==> src/rtl/mutex_invariant_monitor.sv <==
// mutex_invariant_monitor: checks mutual-exclusion invariants and per-process transitions on sampled state.
// Ports:
//   clk, reset          rising-edge clock, asynchronous active-high reset
//   valid, n, x         sample strobe, per-process states (proc i at n[2i+1:2i]; I/T/C/E), shared free flag
//   clr                 synchronous clear of errors/counters, re-arms the first-sample check
//   err, err_code       sticky violation flag and code (1 MUTEX, 2 FLAG, 3 TRANS, 4 INIT)
//   err_pid             process tied to the recorded error
//   starve              per-process: waiting in T for STARVE_LIM samples or more
//   crit_count          legal T->C entries observed (saturating)
//   samp_count          violation-free valid samples checked (saturating)
module mutex_invariant_monitor #(
    parameter int NPROC = 2,
    parameter int CNT_W = 16,
    parameter int STARVE_LIM = 64,
    parameter int SINGLE_STEP = 1,
    localparam int PID_W = (NPROC > 1) ? $clog2(NPROC) : 1
) (
    input  logic                 clk,
    input  logic                 reset,
    input  logic                 valid,
    input  logic [2*NPROC-1:0]   n,
    input  logic                 x,
    input  logic                 clr,
    output logic                 err,
    output logic [2:0]           err_code,
    output logic [PID_W-1:0]     err_pid,
    output logic [NPROC-1:0]     starve,
    output logic [CNT_W-1:0]     crit_count,
    output logic [CNT_W-1:0]     samp_count
);
    localparam int WAIT_W = $clog2(STARVE_LIM + 1);
    localparam logic [1:0] ST_ARM = 2'd0, ST_CHECK = 2'd1, ST_HALT = 2'd2;
    localparam logic [1:0] P_I = 2'b00, P_T = 2'b01, P_C = 2'b10;

    logic [1:0]         state;
    logic [2*NPROC-1:0] prev_n;
    logic               prev_x;
    logic [WAIT_W-1:0]  wait_cnt [NPROC];
    logic               any_cs, multi_cs, seen1, seen2, viol;
    logic [NPROC-1:0]   offend, entry;
    logic [PID_W-1:0]   trans_pid, init_pid;
    logic [2:0]         code_nxt;
    logic [CNT_W-1:0]   crit_nxt;
    logic [1:0]         p, c;

    always_comb begin
        any_cs   = 1'b0;
        multi_cs = 1'b0;
        seen1    = 1'b0;
        seen2    = 1'b0;
        offend   = '0;
        entry    = '0;
        crit_nxt = crit_count;
        p        = P_I;
        c        = P_I;
        trans_pid = '0;
        init_pid  = '0;
        for (int i = 0; i < NPROC; i++) begin
            p = prev_n[2*i +: 2];
            c = n[2*i +: 2];
            // C and E both have the high bit set
            multi_cs = multi_cs | (any_cs & c[1]);
            any_cs   = any_cs | c[1];
            // legal moves are hold or one step around I->T->C->E->I (2-bit wrap), T->C only when the flag was free
            offend[i] = !(c == p || (c == p + 2'd1 && !(p == P_T && !prev_x)));
            entry[i]  = p == P_T && c == P_C && prev_x;
            if (c != p) begin
                // the second changing process is the one blamed for a multi-step sample
                if (seen1 && !seen2 && SINGLE_STEP != 0) offend[i] = 1'b1;
                seen2 = seen1;
                seen1 = 1'b1;
            end
            crit_nxt = (entry[i] && crit_nxt != '1) ? crit_nxt + CNT_W'(1) : crit_nxt;
        end
        for (int i = NPROC - 1; i >= 0; i--) begin
            if (offend[i]) trans_pid = PID_W'(i);
            if (n[2*i +: 2] != P_I) init_pid = PID_W'(i);
        end
        code_nxt = multi_cs ? 3'd1 : (x == any_cs) ? 3'd2 : (|offend) ? 3'd3 : 3'd0;
        viol     = code_nxt != 3'd0;
    end

    always_comb begin
        starve = '0;
        for (int i = 0; i < NPROC; i++) starve[i] = wait_cnt[i] == WAIT_W'(STARVE_LIM);
    end

    always_ff @(posedge clk or posedge reset) begin
        if (reset) begin
            state      <= ST_ARM;
            err        <= 1'b0;
            err_code   <= '0;
            err_pid    <= '0;
            crit_count <= '0;
            samp_count <= '0;
            prev_n     <= '0;
            prev_x     <= 1'b1;
            for (int i = 0; i < NPROC; i++) wait_cnt[i] <= '0;
        end else if (clr) begin
            state      <= ST_ARM;
            err        <= 1'b0;
            err_code   <= '0;
            err_pid    <= '0;
            crit_count <= '0;
            samp_count <= '0;
            prev_n     <= '0;
            prev_x     <= 1'b1;
            for (int i = 0; i < NPROC; i++) wait_cnt[i] <= '0;
        end else if (valid && state == ST_ARM) begin
            if (n == '0 && x) begin
                state      <= ST_CHECK;
                prev_n     <= n;
                prev_x     <= x;
                samp_count <= (samp_count != '1) ? samp_count + CNT_W'(1) : samp_count;
            end else begin
                state    <= ST_HALT;
                err      <= 1'b1;
                err_code <= 3'd4;
                err_pid  <= init_pid;
            end
        end else if (valid && state == ST_CHECK) begin
            if (viol) begin
                state    <= ST_HALT;
                err      <= 1'b1;
                err_code <= code_nxt;
                err_pid  <= (code_nxt == 3'd3) ? trans_pid : '0;
            end else begin
                prev_n     <= n;
                prev_x     <= x;
                samp_count <= (samp_count != '1) ? samp_count + CNT_W'(1) : samp_count;
                crit_count <= crit_nxt;
                for (int i = 0; i < NPROC; i++)
                    wait_cnt[i] <= (n[2*i +: 2] != P_T) ? '0 :
                                   (wait_cnt[i] == WAIT_W'(STARVE_LIM)) ? wait_cnt[i] : wait_cnt[i] + WAIT_W'(1);
            end
        end
    end
endmodule

==> config.mk <==
export PLATFORM = sky130hd
export DESIGN_NAME = mutex_invariant_monitor
export DESIGN_NICKNAME = d
export VERILOG_FILES = /design/src/rtl/mutex_invariant_monitor.sv
export SDC_FILE = /design/constraint.sdc
export NUM_CORES = 1
export LEC_CHECK = 0
export CORE_MARGIN = 4
export CORE_UTILIZATION = 35
export CTS_BUF_LIST = sky130_fd_sc_hd__clkbuf_4 sky130_fd_sc_hd__clkbuf_8
export DETAILED_ROUTE_END_ITERATION = 7
export PLACE_DENSITY = 0.66
export SKIP_LAST_GASP = 1
export SYNTH_ARGS = -nofsm -noshare
export SYNTH_HDL_FRONTEND = slang
export SYNTH_SLANG_ARGS = --single-unit
==> constraint.sdc <==
create_clock -name clk -period 4.3 [get_ports clk]
set_input_delay 1.29 -clock clk [delete_from_list [all_inputs] [get_ports clk]]
set_output_delay 1.29 -clock clk [all_outputs]
set_load 0.01 [all_outputs]
# After elaboration in Yosys (flattened, before gate mapping)
# Index checks and enable logic that the tools add are counted.
[word_totals]
ff_bits = 58
input_bits = 9
[op_classes]
n_addsub = 7
eq_ne = 27
mux = 61
n_bitwise = 2
reduce_logical = 35
[ops]
columns = ["operator", "n"]
rows = [
  ["$mux 16", 12],
  ["$mux 14", 4],
  ["$add 16x1->16 const B", 3],
  ["$ne 16x16->1 const B", 3],
  ["$mux 7", 4],
  ["$mux 1", 23],
  ["$mux 4", 5],
  ["$mux 2", 8],
  ["$mux 3", 5],
  ["$add 7x1->7 const B", 2],
  ["$eq 7x7->1 const B", 2],
  ["$logic_and 1x1->1", 13],
  ["$ne 3x2->1 const B", 4],
  ["$reduce_and 3->1", 3],
  ["$reduce_bool 3->1", 3],
  ["$eq 2x2->1", 4],
  ["$reduce_and 4->1", 2],
  ["$eq 2x1->1 const B", 3],
  ["$eq 2x2->1 const B", 3],
  ["$reduce_bool 2->1", 3],
  ["$logic_not 1->1", 5],
  ["$add 2x1->2 const B", 2],
  ["$logic_not 4->1", 1],
  ["$ne 2x1->1 const B", 2],
  ["other kinds (10)", 13],
]

# Logic depth before layout (Yosys ltp)
# Gate-level depths: netlist of the first run.
[logic_depth]
depth_word = 18
depth_mapped = 14
mapped_depth_nobuf = 13

# Worst setup path before layout of the first run
# Ideal clock, no wire load.
[synth_path]
kind = "input-to-reg"
startpoint = "input port n[0]"
endpoint = "register crit_count[5]"
arrival_time_ns = 3.483
t_required_ns = 4.172
setup_slack_ns = 0.690
path_stages = 10
cell_sequence = "nand4b_4 nor2_1 xor2_1 ha_1 o211ai_1 a21o_1 nand3b_1 o311ai_4 o22ai_1 mux2_1"
[synth_between]
elab_chain_len = 12
word_cells_on_any_way = 29
[synth_rtl]
columns = ["element", "line", "rtl"]
rows = [
  ["from (decl)", "21", "input logic [2*NPROC-1:0] n,"],
  ["parallel branches: the longest is 12 deep, another holds $add 16x1->16", "-", ""],
  ["to (signal assigned)", "131", "crit_count <= crit_nxt;"],
  ["to (decl)", "28", "output logic [CNT_W-1:0] crit_count,"],
]
# Several ways; the timed one is not identified. The select of a mux whose other input is x is not followed.
# A chain may end at the register's enable or synchronous reset.

# Worst setup path in the final report of the first run
[layout_path]
startpoint = "input port n[0]"
endpoint = "register crit_count[13]"
# The elaborated chain is that of the path after synthesis.

==> key figures, run 1 <==
Yosys
  – Synth Register Bits: 58
  – Area fraction of the dominant cell type after synthesis: 0.340
  – Top flip-flop cell by instance count after synthesis: dfrtp_1
  – Number of distinct library cell variants in the gate-level netlist after synthesis: 74
  – Sequential cell area fraction in the yosys report: 0.346
  – Proportion of synthesized flip-flops having asynchronous set or reset: 1.00
  – Synthesis warning total: 0
  – Mapped Nets: ~500
  – Cell taking the most area after synthesis: dfrtp_1
  – Synthesized instance count: between 400 and 500
  – Syn Area/Cell: ~8.6 um2
  – Post-synth design cell area: roughly 0.0042 mm2
  – Biggest area contributors in the synthesized netlist: dfrtp_1, nand2_1, xor2_1
  – Number of synthesized flops with an enable pin: 0

Global routing
  – Total overflow reported by the global router: 0
  – Wire length of the first global-routing pass: a little under 20 mm
  – Initial antenna violation count: 0
  – Global-route usage over all layers: 0.167
  – Via count of the first global-routing pass: roughly 3800
  – Largest net degree at the start of global routing: 59

Finish
  – Area of the multi-input gates: ~0.0026 mm2
  – Count of fill cells added during filler insertion: 1116
  – Register area: around 0.0015 mm2
  – Net count reported at finish: 568
  – Commonest non-fill, non-tap cell in the layout: nand2_1
  – Share of layout cells above drive strength 1: 0.135
  – Layout-stage area growth over the synthesis result: 22.2%
  – Commonest cells after routing, fill and taps aside: nand2_1, dfrtp_1, clkdlybuf4s50_1
  – ANT cells: 0

Run status
  – Outcome: finished, final reports clean

Clocking
  – CTS tree: done
  – Clock Tree Buf Depth: 2
  – Clock tree sinks: 58
  – Clock buffer count from CTS: 9
  – CTS H-tree lvls: 3
  – Post-CTS Repair Setup Buffers: 0
  – Clk slew on worst S/H paths: ~0.070 ns
  – Resized cells post-CTS: 0
  – Cell chosen for the clock root: clkbuf_8
  – Clock Latency Late Sink: 0.34 ns
  – Number of buffers added to fix hold violations after cts: 0

Placement
  – Half-perimeter wire length of the detailed placement result: between 8 and 9 mm
  – Gpl congestion: 0.874
  – Port bufs: 47

Floorplanning
  – Area enclosed by the die boundary: between 0.01 and 0.015 mm2
  – Number of top-level pins: 48
  – Chip width: about 120 um
  – Height of the die: approximately 120 um
  – Starting utilization of the core area: 0.363
  – Site row count: 39
  – Core Box Area: about 0.012 mm2

Setup path
  – Type of destination of the critical path: flip-flop
  – Startpoint types: primary input
  – Slowest cell on the critical path: a2111oi_2
  – Register-to-register setup slack: about 0.57 ns
  – Stages on worst setup path: 9
  – Worst EP arrival: between 4 and 5 ns
  – Count of buffer and inverter cells on the critical path: 1
  – Critical path's largest stage delay: 0.57 ns
  – Cell chain of the critical path: clkdlybuf4s50_1, nand4b_4, o31a_1, a211oi_1, nand3_1, a2111oi_2, nand2_1, o2111a_1, a311o_1
  – R2r startpoint: crit_count[0]$_DFFE_PP0P_
  – Reg2Reg Capture Point: crit_count[14]$_DFFE_PP0P_
  – Largest driver fanout on the critical path: 7
  – Data required time at the worst endpoint: roughly 4.5 ns
  – Critical setup path kind: primary input to flip-flop
  – Reg2Reg Depth: 13
  – Delay-heaviest family, CP: compound AO/OA/AOI/OAI gates

STA
  – Final Critical Period: approximately 4 ns
  – Count of final setup violators: 0
  – Worst slew margin: 0.495
  – Clock skew: between 0.009 and 0.01 ns
  – Highest clock frequency the design can meet: about 250 MHz
  – Unrepaired setup endpoints after global routing: no
  – Final hold violations: 0
  – Worst-margin pin slew: 0.758 ns
  – Final worst path period share: 0.926
  – Slew Limit Fails: 0
  – Worst hold margin: 0.517 ns
  – Post-route setup TNS: 0 ns

Hold path
  – Path type of the worst min-delay path: flip-flop to flip-flop
  – End of the worst hold path: err$_DFFE_PP0P_
  – Worst hold path depth: 2
  – Min-Delay Startpoint: err$_DFFE_PP0P_

Pwr
  – Static power due to leakage: 2.05 nW
  – Power per unit of standard cell area: between 200 and 300 mW/mm2
  – Worst VDD drop: 125 uV

Routing
  – Top metal layer carrying routed signals: met4
  – Number of vias per cell after detailed routing: between 5 and 6
  – First-pass iteration count of the detailed router: 5
  – Metal1 wirelength: just over 5 mm
  – Sum of routed wire length over all layers: between 10 and 15 mm
  – Detailed Route Iter0 Violations: 323
  – Total DRC errors in the routed layout: 0
  – Met2 Routed Length: between 5 and 6 mm
  – Detailed-route wire length per cell: ~16 um
  – Detailed-route via count: between 3000 and 4000
  – Detail Route met3 WL: approximately 540 um
  – Detail Route Antenna Nets: 0

Flow run
  – Max_cap viols: 0
final cells by class:
| type | instances | area share |
|---|---|---|
| Sequential cell | 58 | 0.283 |
| Clock inverter | 6 | 0.0129 |
| Tap cell | 143 | 0.0349 |
| Timing Repair Buffer | 72 | 0.128 |
| Multi-Input combinational cell | 391 | 0.501 |
| Inverter | 18 | 0.0132 |
| Clock buffer | 10 | 0.0268 |
tightest hold or removal path, stage by stage, from the launching register on:
cell	delay [ns]
dfrtp_1	0.38
inv_1	0.05
a21oi_1	0.05
sequential cells by signal (all words and copies together) (netlist names):
register    count
crit_count     16
err             1
err_code        3
err_pid         1
prev_n          4
prev_x          1
samp_count     16
state           2
wait_cnt       14
per-layer routing:
layer / vias to the layer above / global-route usage
met4: 0 / 0.0454
met2: 98 / 0.281
li1: 1896 / -
met5: - / 0
met3: 8 / 0.0380
met1: 1937 / 0.216
report_power, final:
part	internal (mW)	leakage, nW	switching [mW]
clock network	0.283	0.0945	0.234
logic	0.0787	1.16	0.107
registers	0.565	0.794	0.0216
worst max-delay path by stage:
stage          from                          to  slack, ns
6_report       n[0]  crit_count[13]$_DFFE_PP0P_       0.32
5_1_grt        n[0]  crit_count[13]$_DFFE_PP0P_       0.19
4_1_cts        n[0]  crit_count[13]$_DFFE_PP0P_       0.37
3_5_place_dp   n[0]  crit_count[13]$_DFFE_PP0P_      0.007
3_3_place_gp   n[0]  crit_count[13]$_DFFE_PP0P_       0.04
2_1_floorplan  n[0]   crit_count[5]$_DFFE_PP0P_       0.69
Yosys cell counts, types with 6 or more instances:
| cell | count |
|---|---|
| a21o_1 | 8 |
| a21oi_1 | 20 |
| and3_1 | 10 |
| buf_2 | 6 |
| clkbuf_1 | 14 |
| dfrtp_1 | 57 |
| ha_1 | 9 |
| inv_1 | 18 |
| nand2_1 | 60 |
| nand2b_1 | 9 |
| nand3_1 | 31 |
| nand4_1 | 15 |
| nor2_1 | 40 |
| nor2b_1 | 6 |
| nor3_1 | 13 |
| nor4_1 | 7 |
| o21ai_0 | 24 |
| or3_1 | 11 |
| xnor2_1 | 15 |
| xor2_1 | 19 |
stage by stage:
step | std cells | util | cell area (um2) | total power [mW] | setup WS (ns)
after floorplan | 490 | - | 4200 | 0.708 | 0.690
after global placement | 682 | 0.426 | 4930 | 0.780 | 0.0351
after detailed placement | 682 | 0.426 | 4930 | 0.784 | 0.00658
after CTS | 698 | 0.444 | 5130 | 1.31 | 0.367
after global routing | 698 | 0.444 | 5130 | 1.36 | 0.193
final | 698 | 0.444 | 5130 | 1.29 | 0.317
kinds of logic (layout without fill, tap and decap cells):
group | Yosys count | after routing | synth area share
AOI/OAI and AO/OA | 101 | 101 | 0.174
xor gates and xnor gates | 35 | 35 | 0.0748
adders and majority gates | 9 | 9 | 0.0268
buffers and inverters | 41 | 106 | 0.0420
DFF | 58 | 58 | 0.346
muxes | 7 | 7 | 0.0185
and+or+nand+nor | 239 | 239 | 0.318
No activity file was read; power rests on OpenSTA's default activity.
==> run 2, diff against run 1 <==
Settings changed: GPL_ROUTABILITY_DRIVEN set to 0.
==> results of run 2 <==
The final DEF is identical to that of run 1; final timing and power are the same.
==> run 3, diff against run 2 <==
Settings changed: PLACE_DENSITY 0.66 to 0.68.
Clock period 4.3 ns to 3.5 ns, I/O delays scaled along.
==> key figures, run 3 (same netlist as run 1, synthesis figures left out) <==
Setup path
  – Largest driver fanout on the critical path: 4 (-3)
  – Delay-heaviest family, CP: simple AND/OR/NAND/NOR gates
  – Data required time at the worst endpoint: 3.79 ns (-0.73 ns)
  – Count of buffer and inverter cells on the critical path: 2 (+1)
  – Critical setup path kind: flip-flop to flip-flop
  – Type of destination of the critical path: flip-flop
  – Most prevalent standard cell on the critical path: buf_4
  – Critical path's largest stage delay: 0.53 ns (-0.04 ns)
  – Worst EP arrival: 3.60 ns (-0.60 ns)
  – Startpoint types: flip-flop
  – Slowest cell on the critical path: nor4_2
  – Cell chain of the critical path: ha_1, nand4_2, nor4_2, nor2_4, xor2_1, ha_2, o211ai_1, a21o_1, nand3b_1, o311ai_4, buf_4, buf_4, nand3_1, a21oi_1

Floorplanning
  – Number of top-level pins: 48 (unchanged)
  – Site row count: 39 (unchanged)
  – Core Box Area: 0.0116 mm2 (unchanged)
  – Area enclosed by the die boundary: 0.0138 mm2 (unchanged)
  – Starting utilization of the core area: 0.363 (unchanged)
  – Chip width: 118 um (unchanged)
  – Height of the die: 118 um (unchanged)

Finish
  – Commonest cells after routing, fill and taps aside: buf_4, nand2_1, dfrtp_1
  – Layout-stage area growth over the synthesis result: 35.0%
  – Biggest registers after layout: crit_count x16, samp_count x16, wait_cnt x14
  – Share of layout cells above drive strength 1: 0.228 (+0.0932)
  – Final standard cell area without fillers: 0.00567 mm2 (+10%)
  – Net count reported at finish: 626 (+10%)
  – ANT cells: 0 (unchanged)
  – Count of fill cells added during filler insertion: 1093 (-2.1%)
  – End-of-flow core utilization: 0.490 (+0.0464)
  – Commonest non-fill, non-tap cell in the layout: buf_4

Clocking
  – Clk slew on worst S/H paths: 0.08 ns (about the same)
  – CTS H-tree lvls: 3 (unchanged)
  – Cell chosen for the clock root: clkbuf_8
  – Clock buffer count from CTS: 9 (unchanged)
  – Clock Latency Late Sink: 0.36 ns (+0.02 ns)
  – CTS tree: done
  – Clock Tree Buf Depth: 2 (unchanged)
  – Clock tree sinks: 58 (unchanged)

Routing
  – Total DRC errors in the routed layout: 0 (unchanged)
  – First-pass iteration count of the detailed router: 5 (unchanged)
  – Detailed-route wire length per cell: 16.0 um (-0.51%)
  – Detailed-route via count: 4141 (+5.1%)
  – Detail Route Antenna Nets: 0 (unchanged)
  – Detailed Route Iter0 Violations: 201 (-38%)
  – Number of vias per cell after detailed routing: 5.48 (-2.9%)
  – Sum of routed wire length over all layers: 12.1 mm (+7.8%)

Global routing
  – Global-route usage over all layers: 0.179 (+0.0125)
  – Total overflow reported by the global router: 0 (unchanged)
  – Via count of the first global-routing pass: 4309 (+14%)
  – Largest net degree at the start of global routing: 36 (-39%)
  – Wire length of the first global-routing pass: 20.7 mm (+6.8%)
  – Initial antenna violation count: 0 (unchanged)

STA
  – Worst hold margin: 0.515 ns (-0.00252 ns)
  – Final Critical Period: approximately 3.3 ns
  – Final Worst Setup Slack: 0.186 ns (-0.131 ns)
  – Count of final setup violators: 0 (unchanged)
  – Final hold violations: 0 (unchanged)
  – Worst slew margin: 0.632 (+0.137)
  – Worst-margin pin slew: 0.548 ns (-0.210 ns)
  – Unrepaired setup endpoints after global routing: no
  – Final worst path period share: 0.947
  – Slew Limit Fails: 0 (unchanged)
  – Highest clock frequency the design can meet: 302 MHz
  – Clock skew: 0.0148 ns (+0.00546 ns)

Placement
  – Port bufs: 47 (unchanged)
  – Placement-stage cell area: 0.00536 mm2 (+8.7%)
  – Half-perimeter wire length of the detailed placement result: 8.83 mm (+7.5%)
  – Worst slack after detailed placement: -0.430 ns (-0.436 ns)

Pwr
  – Post-layout total power: 1.73 mW (+34%)
  – Worst VDD drop: 299 uV (+140%)
  – Static power due to leakage: 2.38 nW (+16%)
  – Power per unit of standard cell area: 305 mW/mm2 (+21%)

Flow run
  – Max_cap viols: 0 (unchanged)

Hold path
  – Path type of the worst min-delay path: flip-flop to flip-flop

Run status
  – Outcome: finished, final reports clean
## run 3: cell count changes in the layout (fill, tap and decap cells not counted), moves of 2 or more
cell             before  now
buf_12                0    2
buf_4                25   81
clkdlybuf4s50_1      47   45
clkinvlp_4            3    0
dlymetal6s2s_1        0    2
## run 3: area by class of cell
cell class / count / area, um2 / area share
Inverter: 18 / 67.6 / 0.0119
Clock buffer: 12 / 159 / 0.0280
Multi-Input combinational cell: 391 / 2610 / 0.461
Clock inverter: 4 / 73.8 / 0.0130
Timing Repair Buffer: 130 / 1120 / 0.198
Sequential cell: 58 / 1450 / 0.256
Tap cell: 143 / 179 / 0.0316
## run 3: worst register-to-register path: cells and delay by family (launching register included)
family | cells | cell delay, ns
simple gates | 5 | 1.19
compound gates | 4 | 0.82
fa+ha+maj | 2 | 0.40
flops | 1 | 0.36
buf+inv | 2 | 0.29
xor+xnor | 1 | 0.19
## run 3: path summary, 6_finish.rpt
check	from	end	slack, ns	cells after the start
min in group asynchronous	reset	wait_cnt[5]$_DFFE_PP0P_	1.06	2
worst max-delay path	crit_count[1]$_DFFE_PP0P_	crit_count[1]$_DFFE_PP0P_	0.19	14
worst min register to register	state[1]$_DFFE_PP0P_	state[1]$_DFFE_PP0P_	0.51	2
worst max register to register	crit_count[1]$_DFFE_PP0P_	crit_count[1]$_DFFE_PP0P_	0.19	14
max in group asynchronous	reset	prev_x$_DFFE_PP1P_	1.80	3
worst min-delay path	state[1]$_DFFE_PP0P_	state[1]$_DFFE_PP0P_	0.51	2
## run 3: power breakdown
group	internal (mW)	switching (mW)
Sequential	0.694	0.0255
Combinational	0.123	0.141
Clock	0.448	0.299
## run 3: what timing repair did
| item | in CTS | in global routing |
|---|---|---|
| buffers inserted | 0 | 4 |
| resized for setup | 3 | 8 |
| endpoints found under the setup margin | 5 | 16 |
| pin swaps | 1 | 6 |
| hold buffers | 0 | 0 |
## run 3: metal layers
layer  global-route usage  wire length (um)  up-vias  share of wire
li1                     -                 -     2010              -
met1                0.232              5320     1982           0.44
met3               0.0519               823       16          0.068
met2                0.294              5810      133           0.48
met5                    0                 0        -              0
met4               0.0498               125        0          0.010
## run 3: through the flow
step                      instances  TNS [ns]
after floorplan                 490         0
after global placement          736     -8.35
after detailed placement        736    -10.20
after CTS                       752         0
final                           756         0
after global routing            756         0
